--- config.mk ---
export PLATFORM = sky130hd
export DESIGN_NAME = sram_1rw_req_arbiter
export DESIGN_NICKNAME = d
export VERILOG_FILES = /design/src/rtl/sram_arb_pkg.sv /design/src/rtl/sram_arb_rsp_fifo.sv /design/src/rtl/sram_1rw_req_arbiter.sv
export SDC_FILE = /design/constraint.sdc
export NUM_CORES = 1
export LEC_CHECK = 0
export ABC_AREA = 1
export CORE_AREA = 2 2 216 218
export CTS_CLUSTER_DIAMETER = 50
export DETAILED_ROUTE_END_ITERATION = 16
export DIE_AREA = 0 0 218 220
export DONT_BUFFER_PORTS = 1
export SLEW_MARGIN = 20
export SYNTH_ARGS = -nofsm -noshare
export SYNTH_HDL_FRONTEND = slang
export SYNTH_SLANG_ARGS = --single-unit
--- constraint.sdc ---
create_clock -name clk -period 2.76 [get_ports clk]
set_input_delay 0.276 -clock clk [delete_from_list [all_inputs] [get_ports clk]]
set_output_delay 0.276 -clock clk [all_outputs]
set_load 0.005 [all_outputs]
--- src/rtl/sram_arb_pkg.sv ---
// Shared defaults, grant encoding and address helper for the 1rw SRAM request arbiter.
package sram_arb_pkg;

    localparam int DEF_DATA_WIDTH = 128;
    localparam int DEF_DEPTH      = 257;
    localparam int DEF_ADDR_WIDTH = 9;
    localparam int DEF_RSP_DEPTH  = 3;

    typedef enum logic [1:0] {
        GRANT_NONE = 2'd0,
        GRANT_WR   = 2'd1,
        GRANT_RD   = 2'd2
    } grant_e;

    function automatic logic addr_in_range(input logic [31:0] addr, input int unsigned depth);
        return (addr < depth);
    endfunction

endpackage

--- src/rtl/sram_arb_rsp_fifo.sv ---
// Read-response buffer: circular storage of RSP_DEPTH words, pointers wrap modulo
// RSP_DEPTH so the depth need not be a power of two. Head reads as zero when empty.
module sram_arb_rsp_fifo #(
    parameter int DATA_WIDTH = 128,
    parameter int RSP_DEPTH  = 3,
    parameter int CNT_W      = $clog2(RSP_DEPTH + 1)
) (
    input  logic                  clk,
    input  logic                  rst_n,
    input  logic                  i_push,
    input  logic [DATA_WIDTH-1:0] i_push_data,
    input  logic                  i_pop,
    output logic [DATA_WIDTH-1:0] o_head_data,
    output logic [CNT_W-1:0]      o_count
);
    localparam int PTR_W = (RSP_DEPTH > 1) ? $clog2(RSP_DEPTH) : 1;
    localparam logic [PTR_W-1:0] LAST_PTR = PTR_W'(RSP_DEPTH - 1);

    logic [DATA_WIDTH-1:0] r_mem [RSP_DEPTH];
    logic [PTR_W-1:0]      r_wr_ptr;
    logic [PTR_W-1:0]      r_rd_ptr;
    logic [CNT_W-1:0]      r_count;

    function automatic logic [PTR_W-1:0] ptr_next(input logic [PTR_W-1:0] p);
        return (p == LAST_PTR) ? PTR_W'(0) : p + PTR_W'(1);
    endfunction

    // Storage write at the tail.
    always_ff @(posedge clk or negedge rst_n) begin
        if (!rst_n) begin
            for (int i = 0; i < RSP_DEPTH; i++) begin
                r_mem[i] <= '0;
            end
        end else if (i_push) begin
            r_mem[r_wr_ptr] <= i_push_data;
        end
    end

    // Pointer and occupancy bookkeeping; push and pop together keep the count.
    always_ff @(posedge clk or negedge rst_n) begin
        if (!rst_n) begin
            r_wr_ptr <= '0;
            r_rd_ptr <= '0;
            r_count  <= '0;
        end else begin
            if (i_push) begin
                r_wr_ptr <= ptr_next(r_wr_ptr);
            end
            if (i_pop) begin
                r_rd_ptr <= ptr_next(r_rd_ptr);
            end
            case ({i_push, i_pop})
                2'b10:   r_count <= r_count + CNT_W'(1);
                2'b01:   r_count <= r_count - CNT_W'(1);
                default: r_count <= r_count;
            endcase
        end
    end

    assign o_head_data = (r_count != '0) ? r_mem[r_rd_ptr] : '0;
    assign o_count     = r_count;

endmodule

--- src/rtl/sram_1rw_req_arbiter.sv ---
// Round-robin write/read arbiter in front of a single-port SRAM with a credit-managed
// response buffer. Optional build macro SRAM_ARB_BOUNDS_CHECK_EN blocks out-of-range access.
module sram_1rw_req_arbiter
    import sram_arb_pkg::*;
#(
    parameter int DATA_WIDTH = DEF_DATA_WIDTH,
    parameter int DEPTH      = DEF_DEPTH,
    parameter int ADDR_WIDTH = DEF_ADDR_WIDTH,
    parameter int RSP_DEPTH  = DEF_RSP_DEPTH
) (
    input  logic                  clk,
    input  logic                  rst_n,
    input  logic                  wr_valid,
    output logic                  wr_ready,
    input  logic [ADDR_WIDTH-1:0] wr_addr,
    input  logic [DATA_WIDTH-1:0] wr_data,
    input  logic                  rd_valid,
    output logic                  rd_ready,
    input  logic [ADDR_WIDTH-1:0] rd_addr,
    output logic                  rsp_valid,
    input  logic                  rsp_ready,
    output logic [DATA_WIDTH-1:0] rsp_data,
    output logic                  a_we,
    output logic                  a_re,
    output logic [ADDR_WIDTH-1:0] a_addr,
    output logic [DATA_WIDTH-1:0] a_data_in,
    input  logic [DATA_WIDTH-1:0] a_data_out
);
    localparam int CNT_W = $clog2(RSP_DEPTH + 1);

    if (RSP_DEPTH < 1 || (2 ** ADDR_WIDTH) < DEPTH) begin : g_bad_cfg
        $error("sram_1rw_req_arbiter: invalid DEPTH/ADDR_WIDTH/RSP_DEPTH combination");
    end

    logic [CNT_W-1:0]      w_count;
    logic [CNT_W:0]        w_used;
    logic                  w_credit_ok;
    logic                  w_rd_elig;
    logic                  w_contend;
    logic                  w_wr_ok;
    logic                  w_rd_ok;
    logic                  w_pop;
    logic [DATA_WIDTH-1:0] w_push_data;
    logic [DATA_WIDTH-1:0] w_head;
    grant_e                w_grant;
    grant_e                r_last_grant;
    logic                  r_inflight;
    logic                  r_inflight_zero;

    // Credits are computed purely from registered occupancy plus the in-flight read.
    assign w_used      = {1'b0, w_count} + {{CNT_W{1'b0}}, r_inflight};
    assign w_credit_ok = (w_used < (CNT_W + 1)'(RSP_DEPTH));
    assign w_rd_elig   = rd_valid && w_credit_ok;
    assign w_contend   = wr_valid && w_rd_elig;

`ifdef SRAM_ARB_BOUNDS_CHECK_EN
    assign w_wr_ok = addr_in_range(32'(wr_addr), DEPTH);
    assign w_rd_ok = addr_in_range(32'(rd_addr), DEPTH);
`else
    assign w_wr_ok = 1'b1;
    assign w_rd_ok = 1'b1;
`endif

    // Arbitration: each ready only looks at the opposite channel's valid.
    always_comb begin
        wr_ready = 1'b0;
        rd_ready = 1'b0;
        w_grant  = GRANT_NONE;
        if (rst_n) begin
            wr_ready = !w_rd_elig || (r_last_grant == GRANT_RD);
            rd_ready = w_credit_ok && (!wr_valid || (r_last_grant == GRANT_WR));
        end else begin
            wr_ready = 1'b0;
            rd_ready = 1'b0;
        end
        if (wr_valid && wr_ready) begin
            w_grant = GRANT_WR;
        end else if (rd_valid && rd_ready) begin
            w_grant = GRANT_RD;
        end else begin
            w_grant = GRANT_NONE;
        end
    end

    // SRAM command, driven straight from this cycle's grant.
    always_comb begin
        a_we      = 1'b0;
        a_re      = 1'b0;
        a_addr    = '0;
        a_data_in = '0;
        if (rst_n) begin
            a_data_in = wr_data;
            case (w_grant)
                GRANT_WR: begin
                    a_we   = w_wr_ok;
                    a_addr = wr_addr;
                end
                GRANT_RD: begin
                    a_re   = w_rd_ok;
                    a_addr = rd_addr;
                end
                default: a_addr = '0;
            endcase
        end else begin
            a_data_in = '0;
        end
    end

    // Round-robin history moves only when both sides actually competed.
    always_ff @(posedge clk or negedge rst_n) begin
        if (!rst_n) begin
            r_last_grant <= GRANT_RD;
        end else if (w_contend) begin
            r_last_grant <= w_grant;
        end
    end

    // In-flight read tracking; a blocked out-of-range read returns zeros.
    always_ff @(posedge clk or negedge rst_n) begin
        if (!rst_n) begin
            r_inflight      <= 1'b0;
            r_inflight_zero <= 1'b0;
        end else begin
            r_inflight      <= (w_grant == GRANT_RD);
            r_inflight_zero <= (w_grant == GRANT_RD) && !w_rd_ok;
        end
    end

    assign w_push_data = r_inflight_zero ? '0 : a_data_out;
    assign w_pop       = rsp_valid && rsp_ready;

    sram_arb_rsp_fifo #(
        .DATA_WIDTH (DATA_WIDTH),
        .RSP_DEPTH  (RSP_DEPTH),
        .CNT_W      (CNT_W)
    ) u_rsp_fifo (
        .clk         (clk),
        .rst_n       (rst_n),
        .i_push      (r_inflight),
        .i_push_data (w_push_data),
        .i_pop       (w_pop),
        .o_head_data (w_head),
        .o_count     (w_count)
    );

    assign rsp_valid = (w_count != '0);
    assign rsp_data  = w_head;

endmodule

==> reports/summary.txt <==
Worst-path clk slew - 0.06 ns
Power Density - 1150 mW/mm^2
RSZ-0062 raised after global routing - no
CTS root buf - clkbuf_16
Drt total wl - 70,100 um
Crit path time final - 2.64 ns
Failing checks - negative hold slack
Cell area after synthesis - 0.0188 mm^2
CP required - 2.48 ns
Largest net degree at the start of global routing - 534
CTS tree - built
Tightest Pin Transition - 1.29 ns
Final setup viols - 0
Avg WL per Cell - 21.6 um
Synth-to-layout area growth - 17.3%
GRT Total Usage - 0.286
Leakage power - 0.0126 uW
IO Pins - 549
Grt ovf - 0
Final instance area - 0.0221 mm^2
First DRT Iteration DRCs - 1,645
Die ar. - 0.0480 mm^2
Core area - 0.0459 mm^2
Peak supply drop - 0.831 mV
Mapped Cells - 2,550
Starting Density - 0.411
H-Tree Depth - 2
Worst path max stage delay - 0.50 ns
Max-slew violations - 0
Vias per Instance - 5.21
Vias - 16,900
Port Buffer Count - 0
Startpoint types - flip-flop
Site row count - 79
Worst setup margin - 0.120 ns
Synth Warn # - 0
Fmax - 379 MHz
Fin crit share - 0.957
GP Congestion - 1.05
Cell Chain, Critical Path - ha_1, ha_1, nand2_1, nand4_1, buf_4, nand2_1, nor2_1
Die span in x - 218 um
Hpwl dp - 49,100 um
Worst Path Max Fanout - 9
Drt first pass iters - 7
Setup WS pre-CTS - 0.383 ns
Crit path arrival time - 2.36 ns
Fillers - 4,582
Placed Area - 0.0193 mm^2
Final hold viol count - 393
Routed Antenna Nets - 0
Dpl cells - 3,019
CTS Hold Buffers Added - 130
Yosys reg bits - 393
Reg area - 0.00984 mm^2
Critical Path End Type - output pin
Syn nets - 2,832
Global-route wire length before repair - 102,000 um
Post-Layout Cell Count - 3,253
Net total in the final layout - 2,876
Clock latency on the worst-skew pair - 0.58 ns
Share of layout cells above drive strength 1 - 0.0407
Syn_area_per_cell - 7.39 um^2
Clock Sinks - 393
Setup TNS - 0 ns
HP Class - in2async
CTS Buf Count - 47
Yosys cell types - 19
Die Y-Extent - 220 um
Initial antenna violation count - 24
Final hold slack - -0.605 ns
Vias in the first global route - 15,900
Max Cap Viol - 0
Slowest CP cell - dfrtp_1
Run status - finished with violations
Sequential area share after synthesis - 0.522
Clock Tree Buf Depth - 3
Drt drc - 0
Multi-input gate area in the final layout - 0.00682 mm^2
Type of the worst setup path - reg2out
Setup Skew - 0.0143 ns
Worst slew margin - 0.142
## synth_stat cells (all sizes together)
master	number	area, um^2
a21oi	1	5.00
buf	93	541
clkbuf	66	248
dfrtp	392	9810
dfstp	1	26.3
ha	3	37.5
inv	396	1490
nand2	1052	3950
nand3	132	661
nand4	11	68.8
nor2	8	32.5
o21ai	392	1960
or2	1	6.26
xnor2	2	17.5
## power by group
part / switching, uW / internal (uW) / leakage [uW]
Sequential: 1520 / 8650 / 0.00458
Clock: 2510 / 3450 / 0.000732
Combinational: 6190 / 3120 / 0.00727
Total: 10200 / 15200 / 0.0126
## worst paths after layout
kind	depth (start not counted)	to	slack, ns	startpoint
min in group clk	4	r_last_grant[1]$_DFFE_PN1P_	0.02	rd_valid
max	7	a_we	0.12	r_inflight$_DFF_PN0_
min reg2reg	2	u_rsp_fifo.r_mem[206]$_DFFE_PN0P_	0.48	u_rsp_fifo.r_mem[206]$_DFFE_PN0P_
min	0	u_rsp_fifo.r_mem[157]$_DFFE_PN0P_	-0.61	rst_n
max reg2reg	8	r_last_grant[0]$_DFFE_PN0P_	0.49	r_inflight$_DFF_PN0_
max in group asynchronous	0	u_rsp_fifo.r_mem[234]$_DFFE_PN0P_	2.32	rst_n
## per-layer routing
metal	global-route usage	vias up	share of wire
li1	-	7824	-
met1	0.359	8169	0.40
met2	0.450	780	0.47
met3	0.0820	165	0.085
met4	0.146	10	0.049
met5	0	-	0.0010
## logic make-up (layout without fill, tap and decap cells)
kind of cell / after synthesis / in the layout / synth area share
other: 0 / 17 / 0
buffers and inverters: 555 / 633 / 0.121
AO/OA/AOI/OAI: 393 / 393 / 0.104
XOR/XNOR: 2 / 2 / 0.000929
AND/OR/NAND/NOR: 1204 / 1205 / 0.250
adder cells (fa/ha/maj): 3 / 3 / 0.00199
flip-flops: 393 / 393 / 0.522
## final cells by class
type                       instances  share of cell area
clock inverter                    18             0.00775
clock buffer                      66              0.0596
sequential                       393               0.445
timing repair buffer             153              0.0763
inverter                         396              0.0672
antenna                           17             0.00192
multi-input combinational       1603               0.308
tap                              607              0.0343
## registers in the layout, indices dropped and copies added (netlist names)
signal	cells
u_rsp_fifo.r_rd_ptr	2
u_rsp_fifo.r_mem	384
u_rsp_fifo.r_wr_ptr	2
r_inflight	1
r_last_grant	2
u_rsp_fifo.o_count	2
## cells in the final DEF, fill, tap and decap left out, drive strengths merged
cell type       n
clkbuf         66
nand4          11
nor2            9
buf            23
dlygate4sd3   130
o21ai         392
clkinv         12
a21oi           1
inv           399
dfrtp         392
ha              3
clkinvlp        2
diode          17
xnor2           2
dfstp           1
or2             1
nand3         132
bufinv          1
nand2        1052
## worst max-delay path: cells and delay by family, from the launching register on
| kind | cells | cell delay [ns] |
|---|---|---|
| fa+ha+maj | 2 | 0.53 |
| flops | 1 | 0.50 |
| simple gates | 4 | 0.56 |
| buf+inv | 1 | 0.18 |
## what timing repair did
item                                   CTS  global route
buffers inserted                         0             2
pin swaps                                0             2
setup endpoints to repair                9            11
endpoints found under the hold margin  779           393
cloned                                   0             1
resized for setup                        2             1
## stage by stage
stage / hold slack (ns) / power, uW / util
after floorplan: -0.0196 / 16600 / -
after global placement: -0.00906 / 19000 / 0.420
after detailed placement: -0.0112 / 19300 / 0.420
after CTS: -0.652 / 25500 / 0.481
after global routing: -0.639 / 27500 / 0.482
final: -0.605 / 25400 / 0.482
No activity file was read; power rests on OpenSTA's default activity.
